===== src/rtl/alu_pkg.sv =====
// rtl/alu_pkg.sv - opcode constants and flag bundle shared by the alu_sync slice
package alu_pkg;

  localparam logic [3:0] OP_ADD = 4'd0;
  localparam logic [3:0] OP_SUB = 4'd1;
  localparam logic [3:0] OP_AND = 4'd2;
  localparam logic [3:0] OP_OR  = 4'd3;
  localparam logic [3:0] OP_XOR = 4'd4;
  localparam logic [3:0] OP_NOT = 4'd5;
  localparam logic [3:0] OP_SHL = 4'd6;
  localparam logic [3:0] OP_SHR = 4'd7;
  localparam logic [3:0] OP_INC = 4'd8;
  localparam logic [3:0] OP_ROL = 4'd9;
  localparam logic [3:0] OP_ROR = 4'd10;

  typedef struct packed {
    logic carry;
    logic zero;
    logic overflow;
  } alu_flags_t;

endpackage


===== src/rtl/alu_comb.sv =====
// rtl/alu_comb.sv - combinational next-result/flags logic; ALU_ROTATE_EN enables ROL/ROR on opcodes 9/10
module alu_comb
  import alu_pkg::*;
#(
  parameter int WIDTH = 8
) (
  input  logic [WIDTH-1:0] i_a,
  input  logic [WIDTH-1:0] i_b,
  input  logic [3:0]       i_opcode,
  output logic [WIDTH-1:0] o_result,
  output alu_flags_t       o_flags
);

  // One extra bit on each arithmetic path catches the carry/borrow out
  logic [WIDTH:0]   w_sum;
  logic [WIDTH:0]   w_diff;
  logic [WIDTH:0]   w_inc;
  logic [WIDTH-1:0] w_res;
  logic             w_c;
  logic             w_v;

  assign w_sum  = {1'b0, i_a} + {1'b0, i_b};
  assign w_diff = {1'b0, i_a} - {1'b0, i_b};
  assign w_inc  = {1'b0, i_a} + {{WIDTH{1'b0}}, 1'b1};

  // Opcode decode; anything not decoded yields a zero result with clear flags
  always_comb begin
    w_res = '0;
    w_c   = 1'b0;
    w_v   = 1'b0;
    case (i_opcode)
      OP_ADD: begin
        w_res = w_sum[WIDTH-1:0];
        w_c   = w_sum[WIDTH];
        w_v   = (i_a[WIDTH-1] == i_b[WIDTH-1]) && (w_sum[WIDTH-1] != i_a[WIDTH-1]);
      end
      OP_SUB: begin
        w_res = w_diff[WIDTH-1:0];
        w_c   = w_diff[WIDTH];
        w_v   = (i_a[WIDTH-1] != i_b[WIDTH-1]) && (w_diff[WIDTH-1] != i_a[WIDTH-1]);
      end
      OP_AND: w_res = i_a & i_b;
      OP_OR:  w_res = i_a | i_b;
      OP_XOR: w_res = i_a ^ i_b;
      OP_NOT: w_res = ~i_a;
      OP_SHL: begin
        w_res = {i_a[WIDTH-2:0], 1'b0};
        w_c   = i_a[WIDTH-1];
      end
      OP_SHR: begin
        w_res = {1'b0, i_a[WIDTH-1:1]};
        w_c   = i_a[0];
      end
      OP_INC: begin
        w_res = w_inc[WIDTH-1:0];
        w_c   = w_inc[WIDTH];
        w_v   = (i_a == {1'b0, {(WIDTH-1){1'b1}}});
      end
`ifdef ALU_ROTATE_EN
      OP_ROL: begin
        w_res = {i_a[WIDTH-2:0], i_a[WIDTH-1]};
        w_c   = i_a[WIDTH-1];
      end
      OP_ROR: begin
        w_res = {i_a[0], i_a[WIDTH-1:1]};
        w_c   = i_a[0];
      end
`endif
      default: begin
        w_res = '0;
        w_c   = 1'b0;
        w_v   = 1'b0;
      end
    endcase
  end

  assign o_result         = w_res;
  assign o_flags.carry    = w_c;
  assign o_flags.zero     = (w_res == '0);
  assign o_flags.overflow = w_v;

endmodule


===== src/rtl/alu_sync.sv =====
// rtl/alu_sync.sv - registered 8-bit ALU top; ALU_ROTATE_EN adds ROL/ROR via alu_comb
module alu_sync
  import alu_pkg::*;
#(
  parameter int WIDTH = 8
) (
  input  logic             clk,
  input  logic             rst,
  input  logic [WIDTH-1:0] a,
  input  logic [WIDTH-1:0] b,
  input  logic [3:0]       opcode,
  output logic [WIDTH-1:0] result,
  output logic             carry,
  output logic             zero,
  output logic             overflow
);

  logic [WIDTH-1:0] w_result;
  alu_flags_t       w_flags;

  logic [WIDTH-1:0] r_result;
  logic             r_carry;
  logic             r_zero;
  logic             r_overflow;

  alu_comb #(
    .WIDTH (WIDTH)
  ) u_comb (
    .i_a      (a),
    .i_b      (b),
    .i_opcode (opcode),
    .o_result (w_result),
    .o_flags  (w_flags)
  );

  // Capture one operation per clock; reset clears everything, including zero
  always_ff @(posedge clk) begin
    if (rst) begin
      r_result   <= '0;
      r_carry    <= 1'b0;
      r_zero     <= 1'b0;
      r_overflow <= 1'b0;
    end else begin
      r_result   <= w_result;
      r_carry    <= w_flags.carry;
      r_zero     <= w_flags.zero;
      r_overflow <= w_flags.overflow;
    end
  end

  assign result   = r_result;
  assign carry    = r_carry;
  assign zero     = r_zero;
  assign overflow = r_overflow;

endmodule


===== config.mk =====
export PLATFORM = sky130hd
export DESIGN_NAME = alu_sync
export DESIGN_NICKNAME = d
export VERILOG_FILES = /design/src/rtl/alu_pkg.sv /design/src/rtl/alu_comb.sv /design/src/rtl/alu_sync.sv
export SDC_FILE = /design/constraint.sdc
export NUM_CORES = 1
export LEC_CHECK = 0
export BUFFER_PORTS_ARGS = -buffer_cell sky130_fd_sc_hd__buf_2
export CAP_MARGIN = 30
export CORE_ASPECT_RATIO = 1.1
export CORE_UTILIZATION = 51
export DETAILED_ROUTE_END_ITERATION = 8
export GPL_ROUTABILITY_DRIVEN = 0
export PLACE_DENSITY = 0.8
export SETUP_SLACK_MARGIN = 0.05
export SYNTH_ARGS = -nofsm -noshare
export SYNTH_HDL_FRONTEND = slang
export SYNTH_SLANG_ARGS = --single-unit
export TNS_END_PERCENT = 20

===== constraint.sdc =====
create_clock -name clk -period 6.21 [get_ports clk]
set_clock_uncertainty 0.1 [all_clocks]
set_input_delay 0.3105 -clock clk [delete_from_list [all_inputs] [get_ports clk]]
set_output_delay 0.3105 -clock clk [all_outputs]
set_load 0.02 [all_outputs]

# Word-level counts from Yosys, hierarchy flattened
# Index checks and enable logic that the tools add are counted.
[totals]
ff_bits = 11
latchBits = 0
ram_bits = 0
rom_bits = 0
input_bits = 22
out_inout_bits = 11
word_cells = 31
n_memories = 0
[classes]
addsub = 3
multipliers = 0
div = 0
magnitude_cmp = 0
n_eq_ne = 13
shifts = 0
n_mux = 3
bitwise = 4
n_reduce_logical = 4
[ops]
columns = ["operator", "n"]
rows = [
  ["one-hot mux 8 bit (9 select lines)", 1],
  ["== test 4 x 3 -> 1 bit (second input constant)", 4],
  ["adder 8 x 1 -> 9 bit (second input constant)", 1],
  ["adder 8 x 8 -> 9 bit", 1],
  ["subtractor 8 x 8 -> 9 bit", 1],
  ["AND 8 bit", 1],
  ["== test 4 x 2 -> 1 bit (second input constant)", 2],
  ["== test 8 x 7 -> 1 bit (second input constant)", 1],
  ["logical NOT 8 bit", 1],
  ["NOT 8 bit", 1],
  ["OR 8 bit", 1],
  ["XOR 8 bit", 1],
  ["one-hot mux 1 bit (5 select lines)", 1],
  ["== test 4 x 1 -> 1 bit (second input constant)", 1],
  ["== test 4 bit (second input constant)", 1],
  ["logical NOT 4 bit", 1],
  ["inequality test 1 bit", 3],
  ["one-hot mux 1 bit (3 select lines)", 1],
  ["logical AND 1 bit", 2],
  ["== test 1 bit", 1],
]

# Depth between registers and ports, before layout
[depth]
depth_word = 4
depth_mapped = 10
ltp_nobuf = 10

# Modules after synthesis
# A second synthesis with hierarchy kept.
[unflattened]
cells_unflattened = 270
hier_area_um2 = 2003.2
[by_module_without_submodules]
columns = ["mod", "n_inst", "cells_each", "area_each_um2", "seq_area_each_um2"]
rows = [
  ["alu_comb", 1, 247, 1665.3, 0.0],
  ["alu_sync", 1, 23, 337.8, 220.2],
]

# Worst setup path after synthesis
# No wires, ideal clock.
[synth_timing]
kind = "input port to flip-flop"
start = "input port a[4]"
end = "register r_zero (netlist: zero)"
setup_ns = 0.092
t_arrival_ns = 2.221
t_required_ns = 6.018
path_slack_ns = 3.797
cell_stages = 10
path_buffers = 1
cell_sequence = "inv_1 ha_1 buf_2 inv_1 a221oi_1 nand2_1 a211oi_1 xor2_1 a211o_1 nor4_1"
[synth_between]
elab_chain_cells = 3
elab_cells_between_ends = 9
[synth_rtl]
columns = ["element", "line_no", "text"]
rows = [
  ["start, declared", "alu_sync.sv:9", "input logic [WIDTH-1:0] a,"],
  ["adder 8 x 1 -> 9 bit (tied with other cells)", "alu_comb.sv:24", "assign w_inc = {1'b0, i_a} + {{WIDTH{1'b0}}, 1'b1};"],
  ["one-hot mux 8 bit (9 select lines) (*)", "alu_comb.sv:31", "case (i_opcode)"],
  ["logical NOT 8 bit (*)", "alu_comb.sv:79", "assign o_flags.zero = (w_res == '0);"],
  ["end signal, assigned", "alu_sync.sv:46", "r_zero <= w_flags.zero;"],
  ["end, declared", "alu_sync.sv:23", "logic r_zero;"],
]
# Every way passes the cells marked *; elsewhere a longest branch is shown, timed or not.
# A chain may end at the register's enable or synchronous reset.

# Final worst setup path
# Ends and elaborated chain as after synthesis.

==> impl_metrics.toml <==
[run_status]
status = "complete, no violations"

[hold_path]
whs_path_depth = 2
min_path_type = "in -> reg"
worstHoldStart = "rst"
holdPathEnd = "carry"

[synth]
synth_flop_cell = "dfxtp_1"
synth_most_common_cell = "ha_1"
ys_top_cells_by_area = "ha_1, dfxtp_1, inv_1"
synthesis.nets = 300
yosysSeqAreaShare_pct = 11.6
ys_warn_count = 0
synth_common_cells = "ha_1, inv_1, nor2_1"
netlist_instances = 251
synth_cell_type_count = 57
synth.top_cell.area_share_pct = 16.5
synth-seq-cells = 11
async_flop_share_pct = 0
postSynthAreaPerCell_um2 = 7.56
synth_edf_count = 0
yosysTopAreaCell = "ha_1"
syn-cell-area_um2 = 1900

[placement]
port_buffers = 32
hpwl_mm = 3.76
post-place-cells = 313

[detailed_routing]
drc = 0
drt_iter0_markers = 111
route.vias.total = 1968
vias_per_cell = 6.21
first_pass_iters = 5
wl_mm = 4.90
ant_nets = 0
routedWlPerCell_um = 15.5

[worst_setup_path]
path_max_fanout = 11
critPathRequiredTime_ns = 6.29
crit_path_end_kind = "register"
worst-path-buf-inv = 3
crit_top_cell = "inv_1"
critPathMaxStageDelay_ns = 0.48
slowest_stage = "ha_1"
worstSetupPathType = "in -> reg"
start_kind = "primary input"
path_delay_family = "compound AO/OA/AOI/OAI gates"
crit_chain = "buf_2, inv_1, ha_1, inv_1, a221oi_1, nand2_1, a211oi_1, xor2_1, a211o_1, nor4_1"
cp.arrival_ns = 2.59

[clock_tree]
numCtsBuffers = 3
cts.path.max_buffers = 2
post-cts-setup-buffers = 0
clkTransAtPathRegs_ns = 0.06
postCtsHoldBufs = 0
cts_tree = "done"
htree_levels = 1
cts_root_buf = "clkbuf_4"
clock-sinks = 11
cts.repair.resized = 0

[grt]
grt_pass1_vias = 1784
antenna_found_initial = 0
met2_usage_pct = 43.1
grt_busiest_layer = "met2"
gr-total-overflow = 0
grt_max_degree = 44
track_usage_pct = 26.8
met3_usage_pct = 2.15
grt_pass1_wl_mm = 8.14
use_met1_pct = 34.9

[layout]
instances_no_fill = 317
fill_cells = 339
final_nets = 319
area_growth_pct = 8.11
post_route_cells_drive_above_1_share_pct = 15.6
num_antenna_cells = 0

[sta]
post-route-period-util_pct = 40.5
hold_viol_final = 0
setup_viol = 0
worst_pin_slew_ns = 0.774
slew_headroom_pct = 48.4
rsz0062_at_grt = "no"
tns_ns = 0
fmaxAchievable_mhz = 398
slew_violations = 0
finalCriticalPeriod_ns = 2.51

[floorplan]
dieArea_um2 = 3970
io_pins = 33
core_um2 = 3440
rows = 22
die_h_um = 66.0
start_util_pct = 55.1
die_w_um = 60.1

[pwr]
peakVddDrop_mv = 0.0427
p_leak_nw = 0.950
totalPowerFinal_mw = 0.259
p_per_area_nw_per_um2 = 126

[job]
cap_violations = 0
[final cells by class]
type	count	area, um^2	share of cell area (%)
Tap cell	48	60.1	2.93
Sequential cell	11	220	10.7
Timing Repair Buffer	32	160	7.81
Inverter	23	86.3	4.21
Clock buffer	4	26.3	1.28
Multi-Input combinational cell	199	1500	73.0
[per-layer routing]
metal / share of wire, % / wire (um)
met1: 43 / 2090
met2: 48 / 2330
met3: 7.0 / 344
met4: 2.8 / 138
met5: 0 / 0
[cells in the final DEF, fill, tap and decap left out, types with 3 or more instances in the layout]
cell type,n
inv_1,23
a211oi_1,7
nor2b_1,3
nor2_1,19
a221oi_1,3
a31oi_1,4
ha_1,25
clkbuf_4,3
a21oi_1,11
mux2i_1,8
a311oi_1,3
or3_1,4
o21ai_0,7
xnor2_1,9
and2_1,5
mux2_2,3
nand2_1,14
a21o_1,3
nor3_1,11
nand2b_1,3
buf_2,32
nor3b_1,3
dfxtp_1,11
nand3_1,6
nor4_1,4
nand3b_1,3
a211o_1,3
[logic make-up after synthesis]
family / share of synthesized area [%]
multiplexers: 7.19
XOR/XNOR: 5.08
adder cells (fa/ha/maj): 18.6
buffers and inverters: 9.43
flip-flops: 11.6
AND/OR/NAND/NOR: 23.0
AO/OA/AOI/OAI: 25.1
[where the power goes]
| part | internal [mW] | total, mW | switching, mW |
|---|---|---|---|
| clock | 0.0249 | 0.0473 | 0.0224 |
| combinational | 0.0529 | 0.135 | 0.0825 |
| sequential | 0.0750 | 0.0759 | 0.000884 |
| total | 0.153 | 0.259 | 0.106 |
[state kept, by name, indices dropped and copies added, names as in the netlist]
signal,flops
carry,1
result,8
zero,1
overflow,1
[metrics by stage]
stage	area (um^2)	hold WS (ns)	utilization [%]	worst slack [ns]
after floorplan	1900	0.492	-	3.80
after global placement	2020	0.487	58.8	3.49
after global routing	2050	0.222	59.6	3.58
after CTS	2050	0.201	59.6	3.71
after detailed placement	2020	0.490	58.8	3.43
final	2050	0.210	59.6	3.70
[worst max-delay path by stage]
stage / start / end / cells after the start
after floorplan: a[4] / zero / 10
after global placement: a[4] / zero / 10
after detailed placement: a[4] / zero / 10
after CTS: a[4] / zero / 10
after global routing: a[4] / zero / 10
final: a[4] / zero / 10
No activity file was read; power rests on OpenSTA's default activity.
